**config.mk**
```make
export PLATFORM = sky130hd
export DESIGN_NAME = rps_match_engine_flat
export DESIGN_NICKNAME = d
export VERILOG_FILES = /design/src/rtl/rps_match_engine_pkg.sv /design/src/rtl/rps_match_engine_if.sv /design/src/rtl/rps_match_engine_lfsr.sv /design/src/rtl/rps_match_engine.sv /design/src/flat_wrapper.sv
export SDC_FILE = /design/constraint.sdc
export NUM_CORES = 1
export LEC_CHECK = 0
export ABC_CLOCK_PERIOD_IN_PS = 3000
export BUFFER_PORTS_ARGS = -buffer_cell sky130_fd_sc_hd__buf_2
export CORE_MARGIN = 2
export CORE_UTILIZATION = 55
export DETAILED_ROUTE_END_ITERATION = 10
export PLACE_DENSITY = 0.77
export SYNTH_ARGS = -nofsm -noshare
export SYNTH_HDL_FRONTEND = slang
export SYNTH_SLANG_ARGS = --single-unit
export TNS_END_PERCENT = 100
```
**constraint.sdc**
```tcl
create_clock -name clk -period 3 [get_ports clk]
set_input_delay 0 -clock clk [delete_from_list [all_inputs] [get_ports clk]]
set_output_delay 0 -clock clk [all_outputs]
set_load 0.02 [all_outputs]
```
**src/rtl/rps_match_engine_pkg.sv**
```systemverilog
// Shared types and pure helpers for the stone/paper/scissors match engine.
// Judging and the computer-move mapping live here so both are combinational and reusable.
package rps_pkg;

    typedef enum logic [1:0] {
        STONE    = 2'b00,
        PAPER    = 2'b01,
        SCISSORS = 2'b10,
        INVALID  = 2'b11
    } move_t;

    typedef enum logic [1:0] {
        TIE = 2'b00,
        P1  = 2'b01,
        P2  = 2'b10,
        INV = 2'b11
    } result_t;

    typedef enum logic [2:0] {
        S_IDLE  = 3'b000,
        S_JUDGE = 3'b001,
        S_SCORE = 3'b010,
        S_DONE  = 3'b011
    } state_t;

    function automatic result_t judge(input move_t a, input move_t b);
        result_t r;
        r = P2;
        if (a == INVALID || b == INVALID) begin
            r = INV;
        end else if (a == b) begin
            r = TIE;
        end else begin
            case (a)
                STONE:    r = (b == SCISSORS) ? P1 : P2;
                PAPER:    r = (b == STONE)    ? P1 : P2;
                default:  r = (b == PAPER)    ? P1 : P2;
            endcase
        end
        return r;
    endfunction

    // The computer never plays INVALID: fall back to the next bit pair, then to STONE.
    function automatic move_t computer_move(input logic [7:0] s);
        move_t m;
        if (s[1:0] != 2'b11) begin
            m = move_t'(s[1:0]);
        end else if (s[3:2] != 2'b11) begin
            m = move_t'(s[3:2]);
        end else begin
            m = STONE;
        end
        return m;
    endfunction

endpackage

```
**src/rtl/rps_match_engine_if.sv**
```systemverilog
// Player-side signal bundle for the match engine: move/control inputs and score/status outputs.
interface rps_match_engine_if #(
    parameter int MAX_ROUNDS = 7
);
    localparam int CNT_W = $clog2(MAX_ROUNDS + 1);

    logic [1:0]       p1_move;
    logic [1:0]       p2_move;
    logic             start;
    logic             mode;
    logic             clear_match;
    logic [1:0]       round_winner;
    logic             round_valid;
    logic [CNT_W-1:0] p1_score;
    logic [CNT_W-1:0] p2_score;
    logic [CNT_W-1:0] round_count;
    logic [CNT_W-1:0] tie_count;
    logic             match_over;
    logic [1:0]       match_winner;
    logic [2:0]       state;
    logic [2:0]       debug;

    modport master (
        output p1_move, p2_move, start, mode, clear_match,
        input  round_winner, round_valid, p1_score, p2_score, round_count,
               tie_count, match_over, match_winner, state, debug
    );

    modport slave (
        input  p1_move, p2_move, start, mode, clear_match,
        output round_winner, round_valid, p1_score, p2_score, round_count,
               tie_count, match_over, match_winner, state, debug
    );
endinterface

```
**src/rtl/rps_match_engine_lfsr.sv**
```systemverilog
// Free-running 8-bit Fibonacci LFSR (x^8+x^6+x^5+x^4+1) feeding the computer player.
module rps_lfsr8 #(
    parameter logic [7:0] SEED = 8'hA5
) (
    input  logic       clk,
    input  logic       reset,
    output logic [7:0] o_state
);
    logic [7:0] r_lfsr;
    logic       w_fb;

    assign w_fb    = r_lfsr[7] ^ r_lfsr[5] ^ r_lfsr[4] ^ r_lfsr[3];
    assign o_state = r_lfsr;

    always_ff @(posedge clk or posedge reset) begin
        if (reset) begin
            r_lfsr <= SEED;
        end else begin
            r_lfsr <= {r_lfsr[6:0], w_fb};
        end
    end
endmodule

```
**src/rtl/rps_match_engine.sv**
```systemverilog
// Best-of-N stone/paper/scissors controller: capture -> judge -> score, with a DONE hold state.
// Player 2 is either an external input or the internal LFSR, chosen at the first round of a match.
module rps_match_engine
    import rps_pkg::*;
#(
    parameter int         ROUNDS_TO_WIN = 2,
    parameter int         MAX_ROUNDS    = 7,
    parameter logic [7:0] LFSR_SEED     = 8'hA5
) (
    input logic               clk,
    input logic               reset,
    rps_match_engine_if.slave bus
);
    localparam int CNT_W = $clog2(MAX_ROUNDS + 1);
    localparam logic [CNT_W-1:0] ONE_C = CNT_W'(1);
    localparam logic [CNT_W-1:0] RTW_C = CNT_W'(ROUNDS_TO_WIN);
    localparam logic [CNT_W-1:0] MAX_C = CNT_W'(MAX_ROUNDS);

    state_t           r_state;
    move_t            r_p1_move;
    move_t            r_p2_move;
    logic             r_mode_latched;
    result_t          r_round_winner;
    logic             r_round_valid;
    logic [CNT_W-1:0] r_p1_score;
    logic [CNT_W-1:0] r_p2_score;
    logic [CNT_W-1:0] r_round_count;
    logic [CNT_W-1:0] r_tie_count;
    logic             r_match_over;
    result_t          r_match_winner;

    logic [7:0]       w_lfsr;
    logic             w_mode_eff;
    logic [CNT_W-1:0] w_p1_nxt;
    logic [CNT_W-1:0] w_p2_nxt;
    logic [CNT_W-1:0] w_rc_nxt;
    logic [CNT_W-1:0] w_tc_nxt;
    logic             w_end;
    result_t          w_winner;

    rps_lfsr8 #(.SEED(LFSR_SEED)) u_lfsr (
        .clk     (clk),
        .reset   (reset),
        .o_state (w_lfsr)
    );

    // Mode is only sampled while no valid round has been played in this match.
    assign w_mode_eff = (r_round_count == '0) ? bus.mode : r_mode_latched;

    always_comb begin
        w_p1_nxt = r_p1_score;
        w_p2_nxt = r_p2_score;
        w_rc_nxt = r_round_count;
        w_tc_nxt = r_tie_count;
        case (r_round_winner)
            P1: begin
                w_p1_nxt = r_p1_score + ONE_C;
                w_rc_nxt = r_round_count + ONE_C;
            end
            P2: begin
                w_p2_nxt = r_p2_score + ONE_C;
                w_rc_nxt = r_round_count + ONE_C;
            end
            TIE: begin
                w_tc_nxt = r_tie_count + ONE_C;
                w_rc_nxt = r_round_count + ONE_C;
            end
            default: ;
        endcase

        w_end    = 1'b0;
        w_winner = TIE;
        if (w_p1_nxt == RTW_C) begin
            w_end    = 1'b1;
            w_winner = P1;
        end else if (w_p2_nxt == RTW_C) begin
            w_end    = 1'b1;
            w_winner = P2;
        end else if (w_rc_nxt == MAX_C) begin
            w_end = 1'b1;
            if (w_p1_nxt > w_p2_nxt) begin
                w_winner = P1;
            end else if (w_p2_nxt > w_p1_nxt) begin
                w_winner = P2;
            end
        end
    end

    always_ff @(posedge clk or posedge reset) begin
        if (reset) begin
            r_state        <= S_IDLE;
            r_p1_move      <= STONE;
            r_p2_move      <= STONE;
            r_mode_latched <= 1'b0;
            r_round_winner <= TIE;
            r_round_valid  <= 1'b0;
            r_p1_score     <= '0;
            r_p2_score     <= '0;
            r_round_count  <= '0;
            r_tie_count    <= '0;
            r_match_over   <= 1'b0;
            r_match_winner <= TIE;
        end else begin
            r_round_valid <= 1'b0;
            if (bus.clear_match) begin
                r_state        <= S_IDLE;
                r_mode_latched <= 1'b0;
                r_round_winner <= TIE;
                r_p1_score     <= '0;
                r_p2_score     <= '0;
                r_round_count  <= '0;
                r_tie_count    <= '0;
                r_match_over   <= 1'b0;
                r_match_winner <= TIE;
            end else begin
                case (r_state)
                    S_IDLE: begin
                        if (bus.start) begin
                            r_p1_move <= move_t'(bus.p1_move);
                            r_p2_move <= w_mode_eff ? computer_move(w_lfsr) : move_t'(bus.p2_move);
                            if (r_round_count == '0) begin
                                r_mode_latched <= bus.mode;
                            end
                            r_state <= S_JUDGE;
                        end
                    end
                    S_JUDGE: begin
                        r_round_winner <= judge(r_p1_move, r_p2_move);
                        r_state        <= S_SCORE;
                    end
                    S_SCORE: begin
                        r_p1_score    <= w_p1_nxt;
                        r_p2_score    <= w_p2_nxt;
                        r_round_count <= w_rc_nxt;
                        r_tie_count   <= w_tc_nxt;
                        r_round_valid <= 1'b1;
                        if (w_end) begin
                            r_match_over   <= 1'b1;
                            r_match_winner <= w_winner;
                            r_state        <= S_DONE;
                        end else begin
                            r_state <= S_IDLE;
                        end
                    end
                    S_DONE:  r_state <= S_DONE;
                    default: r_state <= S_IDLE;
                endcase
            end
        end
    end

    assign bus.round_winner = r_round_winner;
    assign bus.round_valid  = r_round_valid;
    assign bus.p1_score     = r_p1_score;
    assign bus.p2_score     = r_p2_score;
    assign bus.round_count  = r_round_count;
    assign bus.tie_count    = r_tie_count;
    assign bus.match_over   = r_match_over;
    assign bus.match_winner = r_match_winner;
    assign bus.state        = r_state;
    assign bus.debug        = {r_mode_latched, r_p2_move};
endmodule

```
**src/flat_wrapper.sv**
```systemverilog
// flat-port wrapper written by rule: the top's interface ports become plain ports
module rps_match_engine_flat import rps_pkg::*;
#(
    parameter int         ROUNDS_TO_WIN = 2,
    parameter int         MAX_ROUNDS    = 7,
    parameter logic [7:0] LFSR_SEED     = 8'hA5
)
  (clk, reset, bus_p1_move, bus_p2_move, bus_start, bus_mode, bus_clear_match, bus_round_winner, bus_round_valid, bus_p1_score, bus_p2_score, bus_round_count, bus_tie_count, bus_match_over, bus_match_winner, bus_state, bus_debug);
  rps_match_engine_if #(.MAX_ROUNDS(MAX_ROUNDS)) bus_i ();
  input logic clk;
  input logic reset;
  input wire logic [$bits(bus_i.p1_move)-1:0] bus_p1_move;
  input wire logic [$bits(bus_i.p2_move)-1:0] bus_p2_move;
  input wire logic [$bits(bus_i.start)-1:0] bus_start;
  input wire logic [$bits(bus_i.mode)-1:0] bus_mode;
  input wire logic [$bits(bus_i.clear_match)-1:0] bus_clear_match;
  output wire logic [$bits(bus_i.round_winner)-1:0] bus_round_winner;
  output wire logic [$bits(bus_i.round_valid)-1:0] bus_round_valid;
  output wire logic [$bits(bus_i.p1_score)-1:0] bus_p1_score;
  output wire logic [$bits(bus_i.p2_score)-1:0] bus_p2_score;
  output wire logic [$bits(bus_i.round_count)-1:0] bus_round_count;
  output wire logic [$bits(bus_i.tie_count)-1:0] bus_tie_count;
  output wire logic [$bits(bus_i.match_over)-1:0] bus_match_over;
  output wire logic [$bits(bus_i.match_winner)-1:0] bus_match_winner;
  output wire logic [$bits(bus_i.state)-1:0] bus_state;
  output wire logic [$bits(bus_i.debug)-1:0] bus_debug;
  assign bus_i.p1_move = bus_p1_move;
  assign bus_i.p2_move = bus_p2_move;
  assign bus_i.start = bus_start;
  assign bus_i.mode = bus_mode;
  assign bus_i.clear_match = bus_clear_match;
  assign bus_round_winner = bus_i.round_winner;
  assign bus_round_valid = bus_i.round_valid;
  assign bus_p1_score = bus_i.p1_score;
  assign bus_p2_score = bus_i.p2_score;
  assign bus_round_count = bus_i.round_count;
  assign bus_tie_count = bus_i.tie_count;
  assign bus_match_over = bus_i.match_over;
  assign bus_match_winner = bus_i.match_winner;
  assign bus_state = bus_i.state;
  assign bus_debug = bus_i.debug;
  rps_match_engine #(.ROUNDS_TO_WIN(ROUNDS_TO_WIN), .MAX_ROUNDS(MAX_ROUNDS), .LFSR_SEED(LFSR_SEED)) u_core (.clk(clk), .reset(reset), .bus(bus_i));
endmodule
```
; Yosys cells after proc, flatten, opt, wreduce, memory -nomap -nowiden
; Cells that the tools add are included.
[classes]
add_sub_neg = 4
magnitude_cmp = 2
eq_ne = 17
muxes = 47
bitwise_logic = 4
reduce_logical = 17
[ops]
columns = operator, count
row1 = $mux 3, 14
row2 = $mux 2, 19
row3 = $add 3x1->3 const B, 4
row4 = $eq 3x2->1 const B, 4
row5 = $mux 1, 12
row6 = $pmux 3 s4, 1
row7 = $reduce_bool 2->1, 6
row8 = $eq 2x2->1 const B, 4
row9 = $eq 2x1->1 const B, 3
row10 = $gt 3x3->1, 2
row11 = $logic_not 2->1, 3
row12 = $logic_not 3->1, 2
row13 = $reduce_and 2->1, 3
row14 = $ne 2x2->1 const B, 2
row15 = $pmux 2 s2, 1
row16 = $eq 3x1->1 const B, 1
row17 = $eq 3x3->1 const B, 1
row18 = $ne 3x3->1 const B, 1
row19 = $reduce_and 3->1, 1
row20 = $reduce_or 3->1, 1
row21 = $xor 1x1->1, 3
row22 = $eq 2x2->1, 1
row23 = $logic_or 1x1->1, 1
row24 = $not 1->1, 1
[totals]
register_bits = 34
input_bits = 9
out_inout_bits = 24
wordCells = 104

; Depth between registers and ports, before layout
; Gate-level depths: netlist of run 1.
[depth]
depth_word = 11
mapped_depth = 10

; By module
; A second synthesis of run 1 with hierarchy kept.
[unflattened]
hier_cells = 176
area_unflattened_um2 = 1746.7
[by_module_without_submodules]
columns = mod, instances, cells_each, area_each_um2
row1 = rps_match_engine, 1, 164, 1511.4
row2 = rps_lfsr8, 1, 12, 235.2

; Worst setup path after synthesis of run 1
; No wires, ideal clock.
[synth_path]
path_kind = register to register
startpoint = register u_core.r_round_winner[1] (netlist: u_core.bus.round_winner[1])
endpoint = register u_core.r_match_winner[0] (netlist: u_core.bus.match_winner[0])
setup_ns = 0.123
arrival_ns = 2.230
slack_ns = 0.647
path_stages_with_launch = 10
path_cell_list = dfrtp_1 buf_6 and2b_4 mux2_2 ha_1 nor2b_1 o21a_1 o21ai_0 a32oi_1 o221a_2
[synth_between]
elab_chain_len = 10
[synth_lines]
columns = element, line
row1 = start: declaration, rps_match_engine.sv:23  ; result_t r_round_winner;
row2 = start signal: assignment, rps_match_engine.sv:128  ; r_round_winner <= judge(r_p1_move, r_p2_move);
row3 = "$eq 2x1->1, or another cell as far along", rps_match_engine.sv:55  ; case (r_round_winner)
row4 = $mux 3 / $reduce_or 3->1 (equally long branches), --
row5 = $gt 3x3->1 / $mux 3 (equally long branches), --
row6 = $mux 2 / $eq 3x3->1 (equally long branches), "rps_match_engine.sv:81, rps_match_engine.sv:79"
row7 = $mux 2, rps_match_engine.sv:79  ; end else if (w_rc_nxt == MAX_C) begin
row8 = $mux 2, rps_match_engine.sv:76  ; end else if (w_p2_nxt == RTW_C) begin
row9 = $mux 2, rps_match_engine.sv:73  ; if (w_p1_nxt == RTW_C) begin
row10 = $mux 2, rps_match_engine.sv:137  ; if (w_end) begin
row11 = $mux 2, rps_match_engine.sv:116  ; case (r_state)
row12 = $mux 2, rps_match_engine.sv:105  ; if (bus.clear_match) begin
row13 = end signal: assignment, rps_match_engine.sv:139  ; r_match_winner <= w_winner;
row14 = end: declaration, rps_match_engine.sv:30  ; result_t r_match_winner;
; Several ways; a longest one is shown, not always the timed one. The select of a mux whose other input is x is not followed.
; A chain may end at the register's enable or synchronous reset.

; Worst setup path in the final report of run 1
; Ends and elaborated chain as after synthesis.

==> reports/results.tsv, run 1 <==
metric	value	unit
first_iter_violations	90	
cts.reportedPaths.clkPinSlew	0.12	ns
seq_area	831	sq um
pwr_density_cell	437	nW/um^2
fillCellCount	237	
slowest_delay	0.49	ns
area_growth	15.0	%
hold_viol	0	
synth_ff_type	dfrtp_1	
clock-root-buffer	clkbuf_4	
route.detailed.drc	0	
die_area	3740	sq um
post_cts_resized	0	
numPortBuffers	31	
syn-instance-count	171	
die_w	61.2	um
yosysTopAreaCell	dfrtp_1	
cts_made_buffers	5	
crit_chain	and2b_4 -> mux2_2 -> ha_1 -> nor2b_1 -> o21a_1 -> o21ai_0 -> a32oi_1 -> o221a_2	
gr-usage-all-layers	22.4	%
routabilityCongestion	0.787	
wl_met2	1650	um
post-route-period-util	81.0	%
hpwl	2610	um
r2r_cells	8	
async_flop_share	100	%
antenna_found_initial	0	
required	3.24	ns
cp_data_arrival_time	2.67	ns
worstPathMaxFanout	10	
drtAntennaViolNets	0	
setup-tns-final	0	ns
ys_seq_area_share	46.2	%
final_nets	226	
cts_sinks	33	
r2r-end	u_core.bus.match_winner[0]	
die_y	61.2	um
hp-class	input pin to register	
layout_common_cells	buf_2, dfrtp_1, nand2_1, nor2_1	
crit_end	u_core.bus.match_winner[0]	
rsz0062_at_grt	no	
yosysWarnings	0	
yosysTopAreaCellShare	40.3	%
drive_gt1_share	28.1	%
hold_depth	4	
htree_levels	2	
critPathLaunchType	register	
rows	20	
cp-end-kind	register	
routedWlPerCell	14.3	um
dp.cells	240	
skew	0.0258	ns
start_util	58.5	%
io_pins	33	
core_area	3080	sq um
grt.overflow.total	0	
vias	1350	
clock_latency	0.35	ns
placed_area	1960	sq um
cts_tree	yes	
vias_per_cell	5.31	
fin_area	2070	sq um
layout_commonest_cell	buf_2	
drtPass1Iterations	4	
setup_ws	0.571	ns
r2r-start	u_core.bus.round_winner[1]	
grt_max_degree	34	
synth_fp_nets	188	
multiInputGateArea	878	sq um
instances_no_fill	254	
synthTopCellsByArea	dfrtp_1, dfstp_2, ha_1	
synth_edf_count	0	
status	finished clean	
worstSetupPathType	register to register	
dr.max_layer_used	met4	
setup_viol	0	
n_antenna_cell	0	
holdWs	0.0452	ns
critPathSlowestCell	dfrtp_1	
syn_area	1800	sq um
grt_pass1_wl	5910	um
finalMaxSlewViolations	0	
ys_ff_latch	33	
syn-mean-instance-area	10.5	sq um
irDropWorstVdd	0.285	mV
p_leak	1.01	nW
ff2ff_setup_slack	0.57	ns
cts_buffer_depth	2	
worstSetupStartpoint	u_core.bus.round_winner[1]	
route.met3.wl	164	um
grt_pass1_vias	1262	
place_ws	0.636	ns
drv_cap	0	
wirelength	3640	um
fmax	412	MHz
post-cts-setup-buffers	0	
drt-met1-wl	1740	um
yosysUniqueCellTypes	43	
min_period	2.43	ns
[cells by family (layout without fill, tap and decap cells)]
family	count (synthesis)	count (layout)	synth area share, %
flops	33	33	46.2
buf+inv	15	54	5.01
mux	12	12	7.02
other cells	1	1	0.208
xor+xnor	14	14	7.65
compound gates	31	31	12.4
fa+ha+maj	8	8	5.56
simple gates	57	57	16.0
[through the flow]
stage	power, mW	utilization (%)
after floorplan	0.625	-
after global placement	0.654	63.6
after detailed placement	0.663	63.6
after CTS	0.911	67.2
after global routing	0.954	67.2
final	0.904	67.2
[layer usage]
| layer | vias up | global-route usage, % |
|---|---|---|
| li1 | 659 | - |
| met1 | 643 | 29.9 |
| met2 | 37 | 32.8 |
| met3 | 11 | 6.93 |
| met4 | 0 | 11.2 |
| met5 | - | 0 |
[critical path, delay by kind of cell (launching register included)]
family                   cells  cell delay (ns)
adder cells (fa/ha/maj)      1             0.30
AND/OR/NAND/NOR              2             0.48
AO/OA/AOI/OAI                4             0.71
multiplexers                 1             0.34
flip-flops                   1             0.49
[Yosys cell counts, types with 5 or more instances]
| cell | count |
|---|---|
| nor2_1 | 16 |
| ha_1 | 8 |
| inv_1 | 8 |
| mux2_2 | 5 |
| a21oi_1 | 8 |
| xnor2_1 | 8 |
| nand2b_1 | 5 |
| mux2i_1 | 7 |
| o21ai_0 | 6 |
| dfrtp_1 | 29 |
| nand2_1 | 17 |
[flip-flops by register name (all words and copies together) (netlist names), 3 cells and up]
register / flops
u_core.u_lfsr.o_state: 8
u_core.bus.p1_score: 3
u_core.bus.p2_score: 3
u_core.bus.round_count: 3
u_core.bus.tie_count: 3
[worst min path at each step]
stage                          from                       to  slack, ns
floorplan                     reset    u_core.bus.match_over       0.13
global placement              reset  u_core.bus.tie_count[1]        0.1
detailed placement            reset  u_core.bus.tie_count[2]       0.11
CTS                 bus_clear_match   u_core.bus.p2_score[0]       0.05
global route               bus_mode      u_core.r_p2_move[0]       0.06
finish                     bus_mode      u_core.r_p2_move[0]       0.05
[area by class of cell]
class                      instances  area share, %
tap                               44           2.66
sequential                        33           40.2
multi-input combinational        123           42.5
clock buffer                       6           2.00
timing repair buffer              38           10.8
inverter                           8           1.45
clock inverter                     2          0.484
[repair_timing]
action	in CTS	in global routing
endpoints found under the hold margin	34	0
endpoints found under the setup margin	0	0
hold buffers	6	0
[report_power, final]
| group | leakage [nW] | switching [mW] | internal, mW |
|---|---|---|---|
| logic | 0.540 | 0.0915 | 0.0719 |
| registers | 0.433 | 0.0318 | 0.466 |
| clock network | 0.0320 | 0.154 | 0.0892 |
| total | 1.01 | 0.277 | 0.627 |
No activity file was read; power rests on OpenSTA's default activity.
==> inputs of run 2 (changes only) <==
--- a/config.mk
+++ b/config.mk
@@ -5,7 +5,7 @@
 export SDC_FILE = /design/constraint.sdc
 export NUM_CORES = 1
 export LEC_CHECK = 0
-export ABC_CLOCK_PERIOD_IN_PS = 3000
+export ABC_CLOCK_PERIOD_IN_PS = 2500
 export BUFFER_PORTS_ARGS = -buffer_cell sky130_fd_sc_hd__buf_2
 export CORE_MARGIN = 2
 export CORE_UTILIZATION = 55
==> constraint.sdc (replaced) <==
create_clock -name clk -period 2.5 [get_ports clk]
set_input_delay 0 -clock clk [delete_from_list [all_inputs] [get_ports clk]]
set_output_delay 0 -clock clk [all_outputs]
set_load 0.02 [all_outputs]
==> run 2 against run 1 <==
Against the previous run: maximum frequency rose by 0.18%; clock skew fell by 0.014 ns; count of clock-buffer cells in the layout rose by 1; register-to-register slack got worse by 0.50 ns; sequential cell count did not move; global-route usage fell by 0.88 points; worst hold slack got worse by 0.020 ns; largest cell class unchanged; critical endpoint unchanged; total power rose by 35%; sequential share of layout area fell by 0.60 points; combinational power rose by 24%; die area did not move; critical path depth did not move.
==> reports/results.tsv, run 2 (synthesized netlist as in run 1, its figures left out) <==
metric	value	unit
status	finished clean	
worstSetupPathType	register to register	
gr-usage-all-layers	21.5	%
cts_buffer_depth	2	
cts.reportedPaths.clkPinSlew	0.11	ns
io_pins	33	
setup-tns-final	0	ns
wirelength	3680	um
core_area	3080	sq um
clock-root-buffer	clkbuf_4	
vias	1369	
seq_area	831	sq um
slowest_delay	0.53	ns
drtPass1Iterations	4	
drv_cap	0	
crit_chain	and2b_4 -> mux2_2 -> ha_1 -> nor2b_1 -> o21a_1 -> o21ai_0 -> a32oi_1 -> o221a_2	
drive_gt1_share	28.6	%
cp_data_arrival_time	2.67	ns
min_period	2.42	ns
ff2ff_setup_slack	0.08	ns
layout_common_cells	buf_2, dfrtp_1, nand2_1, nor2_1	
die_area	3740	sq um
grt_max_degree	34	
cts_tree	yes	
holdWs	0.0254	ns
routedWlPerCell	14.5	um
antenna_found_initial	0	
finalPower	1.22	mW
die_w	61.2	um
htree_levels	2	
die_y	61.2	um
worstPathMaxFanout	10	
vias_per_cell	5.39	
multiInputGateArea	878	sq um
required	2.74	ns
rows	20	
finalMaxSlewViolations	0	
instances_no_fill	254	
fmax	412	MHz
grt_pass1_vias	1247	
start_util	58.5	%
clock_latency	0.34	ns
critPathSlowestCell	dfrtp_1	
route.detailed.drc	0	
first_iter_violations	79	
irDropWorstVdd	0.334	mV
cts_sinks	33	
holdPathEnd	u_core.bus.state[0]	
grt_pass1_wl	5840	um
numPortBuffers	31	
hold_depth	3	
skew	0.0116	ns
rsz0062_at_grt	no	
hpwl	2600	um
p_leak	1.02	nW
grt.overflow.total	0	
r2r-end	u_core.bus.match_winner[0]	
hp-start	bus_start	
path_buf_inv	0	
drtAntennaViolNets	0	
critPathLaunchType	register	
setup_viol	0	
cts_made_buffers	5	
fillCellCount	233	
n_antenna_cell	0	
r2r_cells	8	
post-route-period-util	97.0	%
area_growth	16.7	%
post_cts_resized	0	
layout_commonest_cell	buf_2	
largest_reg_flops	8	
hold_viol	0	
final_nets	226	
hp-class	input pin to register	
pwr_density_cell	581	nW/um^2
path_delay_family	compound AO/OA/AOI/OAI gates	
cp-end-kind	register	
routabilityCongestion	0.746	
r2r-start	u_core.bus.round_winner[0]	
dp.cells	241	
==> run 2: worst max path at each step <==
stage	startpoint	to	slack (ns)	cells past startpoint
2_1_floorplan	u_core.bus.round_winner[1]	u_core.bus.match_winner[0]	0.15	9
3_3_place_gp	u_core.bus.round_winner[0]	u_core.bus.match_winner[0]	0.26	8
3_5_place_dp	u_core.bus.p1_score[0]	u_core.bus.match_winner[0]	0.15	8
4_1_cts	u_core.bus.round_winner[0]	u_core.bus.match_winner[0]	0.14	8
5_1_grt	u_core.bus.round_winner[0]	u_core.bus.match_winner[0]	0.005	8
6_report	u_core.bus.round_winner[0]	u_core.bus.match_winner[0]	0.08	8
==> run 2: area by class of cell <==
type | count | area share (%)
Clock buffer | 7 | 2.62
Sequential cell | 33 | 39.6
Tap cell | 44 | 2.62
Timing Repair Buffer | 38 | 10.5
Clock inverter | 1 | 1.43
Multi-Input combinational cell | 123 | 41.8
Inverter | 8 | 1.43
==> run 2: layer usage <==
| layer | wire, um | track usage [%] | vias to the layer above |
|---|---|---|---|
| met5 | 0 | 0 | - |
| met4 | 42 | 6.83 | 0 |
| met3 | 232 | 6.51 | 4 |
| met2 | 1730 | 33.0 | 49 |
| met1 | 1670 | 29.3 | 661 |
| li1 | - | - | 655 |
==> run 2: per-stage QoR <==
stage          cell area (sq um)  util (%)  setup slack [ns]
2_1_floorplan               1800         -             0.147
3_3_place_gp                1960      63.8             0.257
3_5_place_dp                1960      63.8             0.149
4_1_cts                     2100      68.2             0.138
5_1_grt                     2100      68.2           0.00510
6_report                    2100      68.2            0.0756
==> run 2: power breakdown <==
part | internal [mW] | switching, mW
clock network | 0.239 | 0.185
logic | 0.0878 | 0.115
registers | 0.559 | 0.0350
total | 0.886 | 0.335
==> run 2: repair_timing <==
action	CTS	global route
buffers inserted	0	0
hold buffers	5	0
hold endpoints to repair	33	0
==> run 2: worst register-to-register path, cell delays in order (launching register included) <==
cell and delay [ns]:
dfrtp_1 0.53, and2b_4 0.24, mux2_2 0.35, ha_1 0.31
nor2b_1 0.13, o21a_1 0.18, o21ai_0 0.22, a32oi_1 0.14
o221a_2 0.23
==> inputs of run 3 (changes only) <==
--- a/config.mk
+++ b/config.mk
@@ -11,6 +11,7 @@
 export CORE_UTILIZATION = 55
 export DETAILED_ROUTE_END_ITERATION = 10
 export PLACE_DENSITY = 0.77
+export RECOVER_POWER = 25
 export SYNTH_ARGS = -nofsm -noshare
 export SYNTH_HDL_FRONTEND = slang
 export SYNTH_SLANG_ARGS = --single-unit
==> run 3 against run 2 <==
Against the previous run: critical path depth did not move; the flow now finishes with violations (capacitance limit, slew limit); die area is the same; count of clock-buffer cells in the layout did not move; first-iteration DRC count down 7.6%; combinational power hardly changed; cell area decreased by 0.18%; via count shrank 0.44%; worst hold slack barely moved; global-route usage is the same; register-to-register slack about the same; routed wire length decreased by 0.49%.
==> reports/results.tsv, run 3 (synthesized netlist as in run 1, its figures left out) <==
metric	value	unit
n_antenna_cell	0	
finalMaxSlewViolations	34	
vias	1363	
grt_pass1_vias	1247	
die_y	61.2	um
start_util	58.5	%
area_growth	16.5	%
power_frac_seq	48.7	%
status	finished, violations left	
hold_viol	0	
cp_data_arrival_time	2.66	ns
p_int	0.885	mW
cp-end-kind	register	
tightest_slew	1.75	ns
layout_commonest_cell	buf_2	
grt_max_degree	34	
clock-root-buffer	clkbuf_4	
comb_power_share	16.5	%
cts_buffer_depth	2	
critPathLaunchType	register	
core_area	3080	sq um
p_sw	0.335	mW
die_area	3740	sq um
rsz0062_at_grt	no	
clock_latency	0.34	ns
post-route-period-util	96.7	%
grt.overflow.total	0	
layout_common_cells	buf_2, dfrtp_1, nand2_1, nor2_1	
irDropWorstVdd	0.334	mV
grt_pass1_wl	5840	um
routedWlPerCell	14.4	um
die_w	61.2	um
drtAntennaViolNets	0	
required	2.74	ns
fmax	413	MHz
rows	20	
p_sw_share	27.5	%
first_iter_violations	73	
io_pins	33	
holdWs	0.0258	ns
route.detailed.drc	0	
vias_per_cell	5.37	
post-cts-setup-buffers	0	
cts_sinks	33	
cts_made_buffers	5	
pwr_density_cell	582	nW/um^2
worstSetupPathType	register to register	
hpwl	2600	um
htree_levels	2	
min_period	2.42	ns
finalPower	1.22	mW
cts.reportedPaths.clkPinSlew	0.11	ns
violations	capacitance limit, slew limit	
post_cts_resized	0	
clkPwrFrac	34.8	%
worstPathMaxFanout	10	
skew	0.0110	ns
drv_cap	1	
ff2ff_setup_slack	0.08	ns
antenna_found_initial	0	
setup_viol	0	
relSlewSlack	-16.5	%
wirelength	3660	um
final_nets	226	
largest_reg_flops	8	
routabilityCongestion	0.746	
numPortBuffers	31	
p_leak	1.02	nW
gr-usage-all-layers	21.5	%
hp-class	input pin to register	
setup-tns-final	0	ns
cts_tree	yes	
drtPass1Iterations	4	
drive_gt1_share	26.7	%
## run 3: cell count changes in the layout (fill, tap and decap cells not counted), sizes merged
cell,change
buf,-1
clkbuf,+1
## run 3: worst max-delay path, cell delays in order, from the launching register on
cell and delay (ns):
dfrtp_1 0.52, and2b_4 0.24, mux2_2 0.35, ha_1 0.31
nor2b_1 0.13, o21a_1 0.18, o21ai_0 0.22, a32oi_1 0.14
o221a_2 0.23
## run 3: routing by layer
layer	share of wire, %	global-route usage (%)
met5	0	0
met4	1.1	6.83
met1	45	29.3
met2	47	33.0
met3	6.8	6.51
## run 3: layout make-up
| type | instances | area (sq um) |
|---|---|---|
| Clock buffer | 7 | 55.1 |
| Multi-Input combinational cell | 123 | 878 |
| Clock inverter | 1 | 30.0 |
| Sequential cell | 33 | 831 |
| Timing Repair Buffer | 38 | 216 |
| Tap cell | 44 | 55.1 |
| Fill cell | 235 | 982 |
| Inverter | 8 | 30.0 |
## run 3: power by group through the flow
stage          sequential (mW)  combinational, mW  clock, mW
2_1_floorplan            0.618              0.132          0
3_3_place_gp             0.600              0.188          0
3_5_place_dp             0.603              0.195          0
4_1_cts                  0.593              0.202      0.436
5_1_grt                  0.599              0.220      0.453
6_report                 0.594              0.202      0.424
## run 3: timing repair
item | CTS | global route
hold endpoints to repair | 33 | 0
setup endpoints to repair | 0 | 0
hold buffers | 5 | 0
## run 3: final timing paths
kind                                               to  depth (start not counted)                        from
hold / removal                    u_core.bus.state[0]                          3                   bus_start
hold reg to reg              u_core.u_lfsr.o_state[7]                          0    u_core.u_lfsr.o_state[6]
setup / recovery           u_core.bus.match_winner[0]                          8  u_core.bus.round_winner[0]
min in group asynchronous      u_core.bus.p2_score[0]                          4                       reset
max in group asynchronous   u_core.bus.round_count[1]                          4                       reset
setup reg to reg           u_core.bus.match_winner[0]                          8  u_core.bus.round_winner[0]
## run 3: per-stage QoR
stage                     setup slack, ns  util (%)  cell area (sq um)  instances
after floorplan                     0.147         -               1800        171
after global placement              0.257      63.8               1960        241
after detailed placement            0.149      63.8               1960        241
after CTS                           0.138      68.2               2100        254
after global routing              0.00505      68.1               2100        254
final                              0.0816      68.1               2100        254
